`config.mk`:
```
export PLATFORM = sky130hd
export DESIGN_NAME = mlp_stream_loader
export DESIGN_NICKNAME = d
export VERILOG_FILES = /design/src/rtl/mlp_pkg.sv /design/src/rtl/mlp_stream_loader.sv
export SDC_FILE = /design/constraint.sdc
export NUM_CORES = 2
export LEC_CHECK = 0
export ABC_AREA = 1
export BUFFER_PORTS_ARGS = -buffer_cell sky130_fd_sc_hd__clkbuf_2
export CORE_AREA = 3 3 529 531
export DETAILED_ROUTE_END_ITERATION = 8
export DIE_AREA = 0 0 532 534
export SLEW_MARGIN = 15
export SYNTH_ARGS = -nofsm -noshare
export SYNTH_HDL_FRONTEND = slang
export SYNTH_SLANG_ARGS = --single-unit
```
`constraint.sdc`:
```
create_clock -name clk_i -period 3.4 [get_ports clk_i]
set_input_delay 0.17 -clock clk_i [delete_from_list [all_inputs] [get_ports clk_i]]
set_output_delay 0.17 -clock clk_i [all_outputs]
set_load 0.03 [all_outputs]
```
`src/rtl/mlp_pkg.sv`:
```
// Shared definitions for the mlp inference block and its stream loader:
// network dimensions, frame lengths and the loader state encoding.
package mlp_pkg;

    localparam int unsigned MLP_N_IN  = 6;
    localparam int unsigned MLP_N_HID = 16;
    localparam int unsigned MLP_N_OUT = 3;

    // Byte offsets of each parameter array inside a parameter-frame payload
    localparam int unsigned MLP_W1_OFF = 0;
    localparam int unsigned MLP_B1_OFF = MLP_W1_OFF + MLP_N_IN * MLP_N_HID;   // 96
    localparam int unsigned MLP_W2_OFF = MLP_B1_OFF + MLP_N_HID;              // 112
    localparam int unsigned MLP_B2_OFF = MLP_W2_OFF + MLP_N_HID * MLP_N_OUT;  // 160

    localparam int unsigned MLP_PARAM_BYTES = MLP_B2_OFF + MLP_N_OUT;         // 163
    localparam int unsigned MLP_INPUT_BYTES = MLP_N_IN;                       // 6

    typedef enum logic [1:0] {
        LD_IDLE   = 2'd0,
        LD_P_LOAD = 2'd1,
        LD_I_LOAD = 2'd2,
        LD_COMMIT = 2'd3
    } loader_state_e;

endpackage

```
`src/rtl/mlp_stream_loader.sv`:
```
// Byte-stream front end for mlp: deserialises parameter and input frames
// from a valid/ready byte stream into the parallel arrays mlp consumes.
// Optional feature: define MLP_LOADER_CHECKSUM_EN to require a trailing
// sum-mod-256 checksum byte on every frame.
module mlp_stream_loader
    import mlp_pkg::*;
#(
    parameter logic [7:0] HDR_PARAM = 8'hA5,
    parameter logic [7:0] HDR_INPUT = 8'h5A
) (
    input  logic       clk_i,
    input  logic       rstn_i,
    input  logic [7:0] s_data_i,
    input  logic       s_valid_i,
    output logic       s_ready_o,
    output logic [7:0] w1_o  [MLP_N_IN][MLP_N_HID],
    output logic [7:0] b1_o  [MLP_N_HID],
    output logic [7:0] w2_o  [MLP_N_HID][MLP_N_OUT],
    output logic [7:0] b2_o  [MLP_N_OUT],
    output logic [7:0] din_o [MLP_N_IN],
    output logic       params_loaded_o,
    output logic       din_valid_o,
    output logic       err_o
);

`ifdef MLP_LOADER_CHECKSUM_EN
    localparam int unsigned TRAILER_BYTES = 1;
`else
    localparam int unsigned TRAILER_BYTES = 0;
`endif

    // Index of the final byte of each frame (checksum slot when enabled)
    localparam logic [7:0] P_LAST_IDX = 8'(MLP_PARAM_BYTES + TRAILER_BYTES - 1);
    localparam logic [7:0] I_LAST_IDX = 8'(MLP_INPUT_BYTES + TRAILER_BYTES - 1);
    localparam logic [7:0] P_PAYLOAD  = 8'(MLP_PARAM_BYTES);
    localparam logic [7:0] I_PAYLOAD  = 8'(MLP_INPUT_BYTES);

    loader_state_e state_reg, state_next;
    logic [7:0]    idx_reg;
    logic          is_param_reg;
    logic          params_loaded_reg;
    logic          din_valid_reg;
    logic          err_reg;

    logic [7:0] w1_reg  [MLP_N_IN][MLP_N_HID];
    logic [7:0] b1_reg  [MLP_N_HID];
    logic [7:0] w2_reg  [MLP_N_HID][MLP_N_OUT];
    logic [7:0] b2_reg  [MLP_N_OUT];
    logic [7:0] din_reg [MLP_N_IN];

    logic accept;
    logic hdr_param_hit;
    logic hdr_input_hit;
    logic garbage;
    logic in_load;
    logic at_last;
    logic frame_end;
    logic csum_ok;
    logic csum_err;
    logic p_wr;
    logic i_wr;

    logic [MLP_PARAM_BYTES-1:0] p_sel;
    logic [MLP_INPUT_BYTES-1:0] i_sel;

    // State register
    always_ff @(posedge clk_i or negedge rstn_i) begin
        if (!rstn_i) begin
            state_reg <= LD_IDLE;
        end else begin
            state_reg <= state_next;
        end
    end

    // Next-state logic: headers only matter in IDLE, a frame ends on its last slot
    always_comb begin
        state_next = state_reg;
        case (state_reg)
            LD_IDLE: begin
                if (hdr_param_hit) begin
                    state_next = LD_P_LOAD;
                end else if (hdr_input_hit) begin
                    state_next = LD_I_LOAD;
                end
            end
            LD_P_LOAD, LD_I_LOAD: begin
                if (frame_end) begin
                    state_next = csum_ok ? LD_COMMIT : LD_IDLE;
                end
            end
            LD_COMMIT: state_next = LD_IDLE;
            default:   state_next = LD_IDLE;
        endcase
    end

    // Output/decode logic: handshake, header classification and write strobes
    always_comb begin
        s_ready_o     = rstn_i && (state_reg != LD_COMMIT);
        accept        = s_valid_i && s_ready_o;
        hdr_param_hit = accept && (state_reg == LD_IDLE) && (s_data_i == HDR_PARAM);
        hdr_input_hit = accept && (state_reg == LD_IDLE) && (s_data_i == HDR_INPUT)
                        && (s_data_i != HDR_PARAM);
        garbage       = accept && (state_reg == LD_IDLE)
                        && (s_data_i != HDR_PARAM) && (s_data_i != HDR_INPUT);
        in_load       = (state_reg == LD_P_LOAD) || (state_reg == LD_I_LOAD);
        at_last       = (state_reg == LD_P_LOAD) ? (idx_reg == P_LAST_IDX)
                                                 : (idx_reg == I_LAST_IDX);
        frame_end     = accept && in_load && at_last;
        csum_err      = frame_end && !csum_ok;
        p_wr          = accept && (state_reg == LD_P_LOAD) && (idx_reg < P_PAYLOAD);
        i_wr          = accept && (state_reg == LD_I_LOAD) && (idx_reg < I_PAYLOAD);
    end

`ifdef MLP_LOADER_CHECKSUM_EN
    logic [7:0] sum_reg;

    // Running payload sum, restarted while idle so each frame starts from zero
    always_ff @(posedge clk_i or negedge rstn_i) begin
        if (!rstn_i) begin
            sum_reg <= '0;
        end else if (state_reg == LD_IDLE) begin
            sum_reg <= '0;
        end else if (p_wr || i_wr) begin
            sum_reg <= sum_reg + s_data_i;
        end
    end

    assign csum_ok = (s_data_i == sum_reg);
`else
    assign csum_ok = 1'b1;
`endif

    // Payload index: zero while idle, advances per payload byte, saturates on the last slot
    always_ff @(posedge clk_i or negedge rstn_i) begin
        if (!rstn_i) begin
            idx_reg <= '0;
        end else if (state_reg == LD_IDLE) begin
            idx_reg <= '0;
        end else if (accept && in_load && !at_last) begin
            idx_reg <= idx_reg + 8'd1;
        end
    end

    // Remember which frame type is in flight so COMMIT knows what to flag
    always_ff @(posedge clk_i or negedge rstn_i) begin
        if (!rstn_i) begin
            is_param_reg <= 1'b0;
        end else if (hdr_param_hit) begin
            is_param_reg <= 1'b1;
        end else if (hdr_input_hit) begin
            is_param_reg <= 1'b0;
        end
    end

    // One-hot write selects, one per payload position
    for (genvar gi = 0; gi < MLP_PARAM_BYTES; gi++) begin : g_p_sel
        assign p_sel[gi] = p_wr && (idx_reg == 8'(gi));
    end
    for (genvar gi = 0; gi < MLP_INPUT_BYTES; gi++) begin : g_i_sel
        assign i_sel[gi] = i_wr && (idx_reg == 8'(gi));
    end

    // Array registers: each byte lands in place as soon as it is accepted
    always_ff @(posedge clk_i or negedge rstn_i) begin
        if (!rstn_i) begin
            for (int i = 0; i < MLP_N_IN; i++) begin
                din_reg[i] <= '0;
                for (int j = 0; j < MLP_N_HID; j++) begin
                    w1_reg[i][j] <= '0;
                end
            end
            for (int k = 0; k < MLP_N_HID; k++) begin
                b1_reg[k] <= '0;
                for (int m = 0; m < MLP_N_OUT; m++) begin
                    w2_reg[k][m] <= '0;
                end
            end
            for (int m = 0; m < MLP_N_OUT; m++) begin
                b2_reg[m] <= '0;
            end
        end else begin
            for (int i = 0; i < MLP_N_IN; i++) begin
                if (i_sel[i]) din_reg[i] <= s_data_i;
                for (int j = 0; j < MLP_N_HID; j++) begin
                    if (p_sel[MLP_W1_OFF + i * MLP_N_HID + j]) w1_reg[i][j] <= s_data_i;
                end
            end
            for (int k = 0; k < MLP_N_HID; k++) begin
                if (p_sel[MLP_B1_OFF + k]) b1_reg[k] <= s_data_i;
                for (int m = 0; m < MLP_N_OUT; m++) begin
                    if (p_sel[MLP_W2_OFF + k * MLP_N_OUT + m]) w2_reg[k][m] <= s_data_i;
                end
            end
            for (int m = 0; m < MLP_N_OUT; m++) begin
                if (p_sel[MLP_B2_OFF + m]) b2_reg[m] <= s_data_i;
            end
        end
    end

    // Status flags: loaded/valid are raised leaving COMMIT, error is sticky
    always_ff @(posedge clk_i or negedge rstn_i) begin
        if (!rstn_i) begin
            params_loaded_reg <= 1'b0;
            din_valid_reg     <= 1'b0;
            err_reg           <= 1'b0;
        end else begin
            din_valid_reg <= (state_reg == LD_COMMIT) && !is_param_reg;
            if ((state_reg == LD_COMMIT) && is_param_reg) begin
                params_loaded_reg <= 1'b1;
            end else if (hdr_param_hit) begin
                params_loaded_reg <= 1'b0;
            end
            if (garbage || csum_err) begin
                err_reg <= 1'b1;
            end
        end
    end

    assign w1_o            = w1_reg;
    assign b1_o            = b1_reg;
    assign w2_o            = w2_reg;
    assign b2_o            = b2_reg;
    assign din_o           = din_reg;
    assign params_loaded_o = params_loaded_reg;
    assign din_valid_o     = din_valid_reg;
    assign err_o           = err_reg;

endmodule

```
==> flow_summary_export.csv <==
group,metric,value,unit
pwr,p_sw_frac,0.252,
worst_setup_path,crit_chain,"ha_1 > inv_1 > nand3_1 > inv_1 > nand2_1 > a21oi_4 > buf_12 > buf_12 > nand3_1 > o21ai_0",
synthesis,ys_warn_count,0,
sta,final_max_slew_viol_count,0,
worst_setup_path,path_max_fanout,37,
synthesis,yosysTopAreaCell,"dfrtp_1",
finish,fin_nets,6296,
placement,port_buffers,1366,
grt,grt_max_degree,179,
cts,post_cts_resized,0,
floorplanning,num_io_pins,1367,
floorplanning,die-width,532,µm
sta,max_freq,0.331,GHz
drt,drtPass1Iterations,6,
sta,setup_tns,0,ns
placement,pre_cts_ws,0.490,ns
worst_setup_path,slowest_stage,"nand3_1",
sta,maxSlewHeadroom,0.305,
cts,htree_num_levels,4,
sta,finalSetupViolCount,0,
worst_setup_path,r2r-start,"state_reg[0]",
grt,antenna_found_initial,20,
pwr,p_leak,32.6,nW
hold_path,min-delay-path-class,"in -> async",
sta,worst_pin_slew,1.04,ns
cts,cts_inserted_buffers,156,
floorplanning,dieArea,0.284,mm²
sta,period_share,0.889,
drt,wl_per_cell,21.3,µm
synthesis,seq_area_frac_synth,0.665,
cts,cts_tree,"done",
drt,dr.first_iter.drc_count,3025,
worst_setup_path,critical-path-top-delay-family,"simple AND/OR/NAND/NOR gates",
cts,clk_latency,0.79,ns
worst_setup_path,critPathMaxStageDelay,0.57,ns
floorplanning,die_y,534,µm
sta,min_period,3.02,ns
synthesis,synthCells,4942,
finish,synthToLayoutAreaGrowth,31.8,%
placement,placed_cell_area,0.0625,mm²
grt,grt_pass1_vias,40200,
pwr,p_per_area,531,mW/mm²
worst_setup_path,end_kind,"flop",
synthesis,yosysTopAreaCellShare,0.665,
run,cap_violations,0,
placement,finalWeightedCongestion,0.811,
finish,largest_reg_flops,768,
worst_setup_path,regToRegSetupSlack,0.38,ns
worst_setup_path,cp.required,4.06,ns
synthesis,syn_avg_cell_area,10.4,µm²
grt,grt_util_all_layers,0.146,
cts,clkTransAtPathRegs,0.06,ns
drt,drt_wl_total,216000,µm
drt,postRouteAntennaNets,0,
sta,timing.final.ws_setup,0.378,ns
drt,vias_per_cell,4.06,
floorplanning,fp-row-count,193,
floorplanning,core,0.276,mm²
pwr,clockPowerShare,0.474,
synthesis,synth-seq-cells,1366,
finish,drive_gt1_frac,0.295,
drt,drc,0,
cts,root_buffer,"clkbuf_16",
sta,rsz0062_at_grt,"false",
pwr,p_sw,9.05,mW
worst_setup_path,r2r-end,"w2_o[77]",
grt,overflow,0,
status,status,"finished, final reports clean",
synthesis,synth_fp_nets,4962,
placement,dp_hpwl,152000,µm
synthesis,syn_area,0.0514,mm²
pwr,internal_power,26.9,mW
drt,vias,41000,
grt,grt_pass1_wl,306000,µm
cts,cts_setup_buffers,0,
finish,postLayoutCellArea,0.0678,mm²
sta,hold_viol_final,0,
sta,finClkSkew,0.0366,ns
synthesis,synthTopCellsByArea,"dfrtp_1 (66%), nand2_1 (10%), o21ai_0 (7.4%)",
worst_setup_path,worstPathArrival,3.68,ns
worst_setup_path,worstPathBufferInverterCount,4,
cts,clock_sinks,1366,
pwr,combinationalPowerShare,0.065,
worst_setup_path,reg2reg_depth,10,
worst_setup_path,start_kind,"flop",
pwr,irDropWorstVdd,0.344,mV
synthesis,ys_types,30,
pwr,pwr-share-seq,0.461,
cts,clock_path_buffers,4,
floorplanning,initial_core_util,0.186,
worst_setup_path,criticalPathCategory,"reg -> reg",
-- metal layers --
metal,global-route usage,part of all wire
met2,0.250,0.49
met1,0.178,0.40
met3,0.0354,0.073
met5,0,0.000060
met4,0.0549,0.038
-- worst reg2reg max path, delay by kind of cell (launching register included) --
| family | cells | cell delay [ns] |
|---|---|---|
| AND/OR/NAND/NOR | 3 | 0.89 |
| adder cells (fa/ha/maj) | 1 | 0.24 |
| buffers and inverters | 4 | 0.76 |
| flip-flops | 1 | 0.41 |
| AO/OA/AOI/OAI | 2 | 0.60 |
-- power by group through the flow --
stage	Sequential, mW	Clock (mW)	Combinational, mW
after detailed placement	16.9	0	2.38
after global routing	16.6	18.2	2.52
after floorplan	17.2	0	0.680
after CTS	16.6	17.5	2.40
after global placement	16.9	0	2.38
final	16.6	17.1	2.32
-- cell usage after synthesis --
cell type / number
ha_1: 9
inv_2: 1
o21ai_0: 764
nand3b_1: 1
nor2_1: 181
nor2_2: 3
a22o_1: 1
buf_4: 12
a211oi_2: 1
nand3_4: 70
a21o_1: 1
nand4_1: 8
clkbuf_1: 176
a211oi_1: 1
buf_6: 68
clkinv_1: 1
a21oi_1: 2
buf_2: 107
nor3_1: 2
nand2_2: 5
nand3_2: 10
nand2_1: 1409
buf_8: 7
dfrtp_1: 1366
inv_1: 31
nand3_1: 108
or2_2: 1
xor2_1: 5
o21ai_1: 590
buf_12: 1
-- worst max-delay path by stage --
| stage | from | to | slack (ns) | cells after the start |
|---|---|---|---|---|
| 2_1_floorplan | state_reg[0] | w2_o[349] | 1.33 | 13 |
| 3_3_place_gp | idx_reg[2] | w1_o[348] | 0.53 | 7 |
| 3_5_place_dp | state_reg[0] | w2_o[76] | 0.49 | 10 |
| 4_1_cts | idx_reg[3] | w2_o[315] | 0.46 | 8 |
| 5_1_grt | state_reg[0] | w2_o[74] | 0.12 | 10 |
| 6_report | state_reg[0] | w2_o[77] | 0.38 | 10 |
-- layout make-up --
type                            instances  area (µm²)
Fill cell                           29800      208000
Antenna cell                            3        7.51
Clock buffer                          225        4570
Inverter                               33         164
Multi-Input combinational cell       3172       15000
Sequential cell                      1366       34200
Clock inverter                         47         588
Timing Repair Buffer                 1547        8640
Tap cell                             3705        4640
-- placed cells by master (no fill, tap or decap), drive strengths merged --
cell type / Yosys / final
diode: 0 / 3
or2: 1 / 1
nand3: 188 / 188
nor3: 2 / 2
a21o: 1 / 1
nor2: 184 / 184
a211oi: 2 / 2
nand2: 1414 / 1414
a21oi: 2 / 2
dlygate4sd3: 0 / 13
ha: 9 / 9
bufinv: 0 / 8
clkinv: 1 / 25
buf: 195 / 169
dfrtp: 1366 / 1366
a22o: 1 / 1
inv: 32 / 45
clkinvlp: 0 / 2
nand3b: 1 / 1
o21ai: 1354 / 1354
nand4: 8 / 8
xor2: 5 / 5
clkbuf: 176 / 1590
-- through the flow --
stage,power [mW],std cells,hold slack [ns],utilization
floorplan,17.9,4942,-0.126,-
global placement,19.2,9810,0.365,0.226
detailed placement,19.3,9810,0.340,0.226
CTS,36.5,10100,0.00209,0.246
global route,37.3,10100,0.0589,0.246
finish,36.0,10100,0.0734,0.246
-- timing repair --
| action | CTS | global route |
|---|---|---|
| hold buffers | 13 | 0 |
| endpoints found under the hold margin | 254 | 0 |
| setup endpoints to repair | 0 | 0 |
-- cell families (layout without fill, tap and decap cells) --
kind of cell               Yosys count  after routing  share of synthesized area
xor gates and xnor gates             5              5                   0.000852
DFF                               1366           1366                      0.665
adders and majority gates            9              9                    0.00219
buffers and inverters              404           1852                     0.0447
other                                0              3                          0
and+or+nand+nor                   1798           1798                      0.155
AOI/OAI and AO/OA                 1360           1360                      0.133
(Power assumes the default switching activity.)
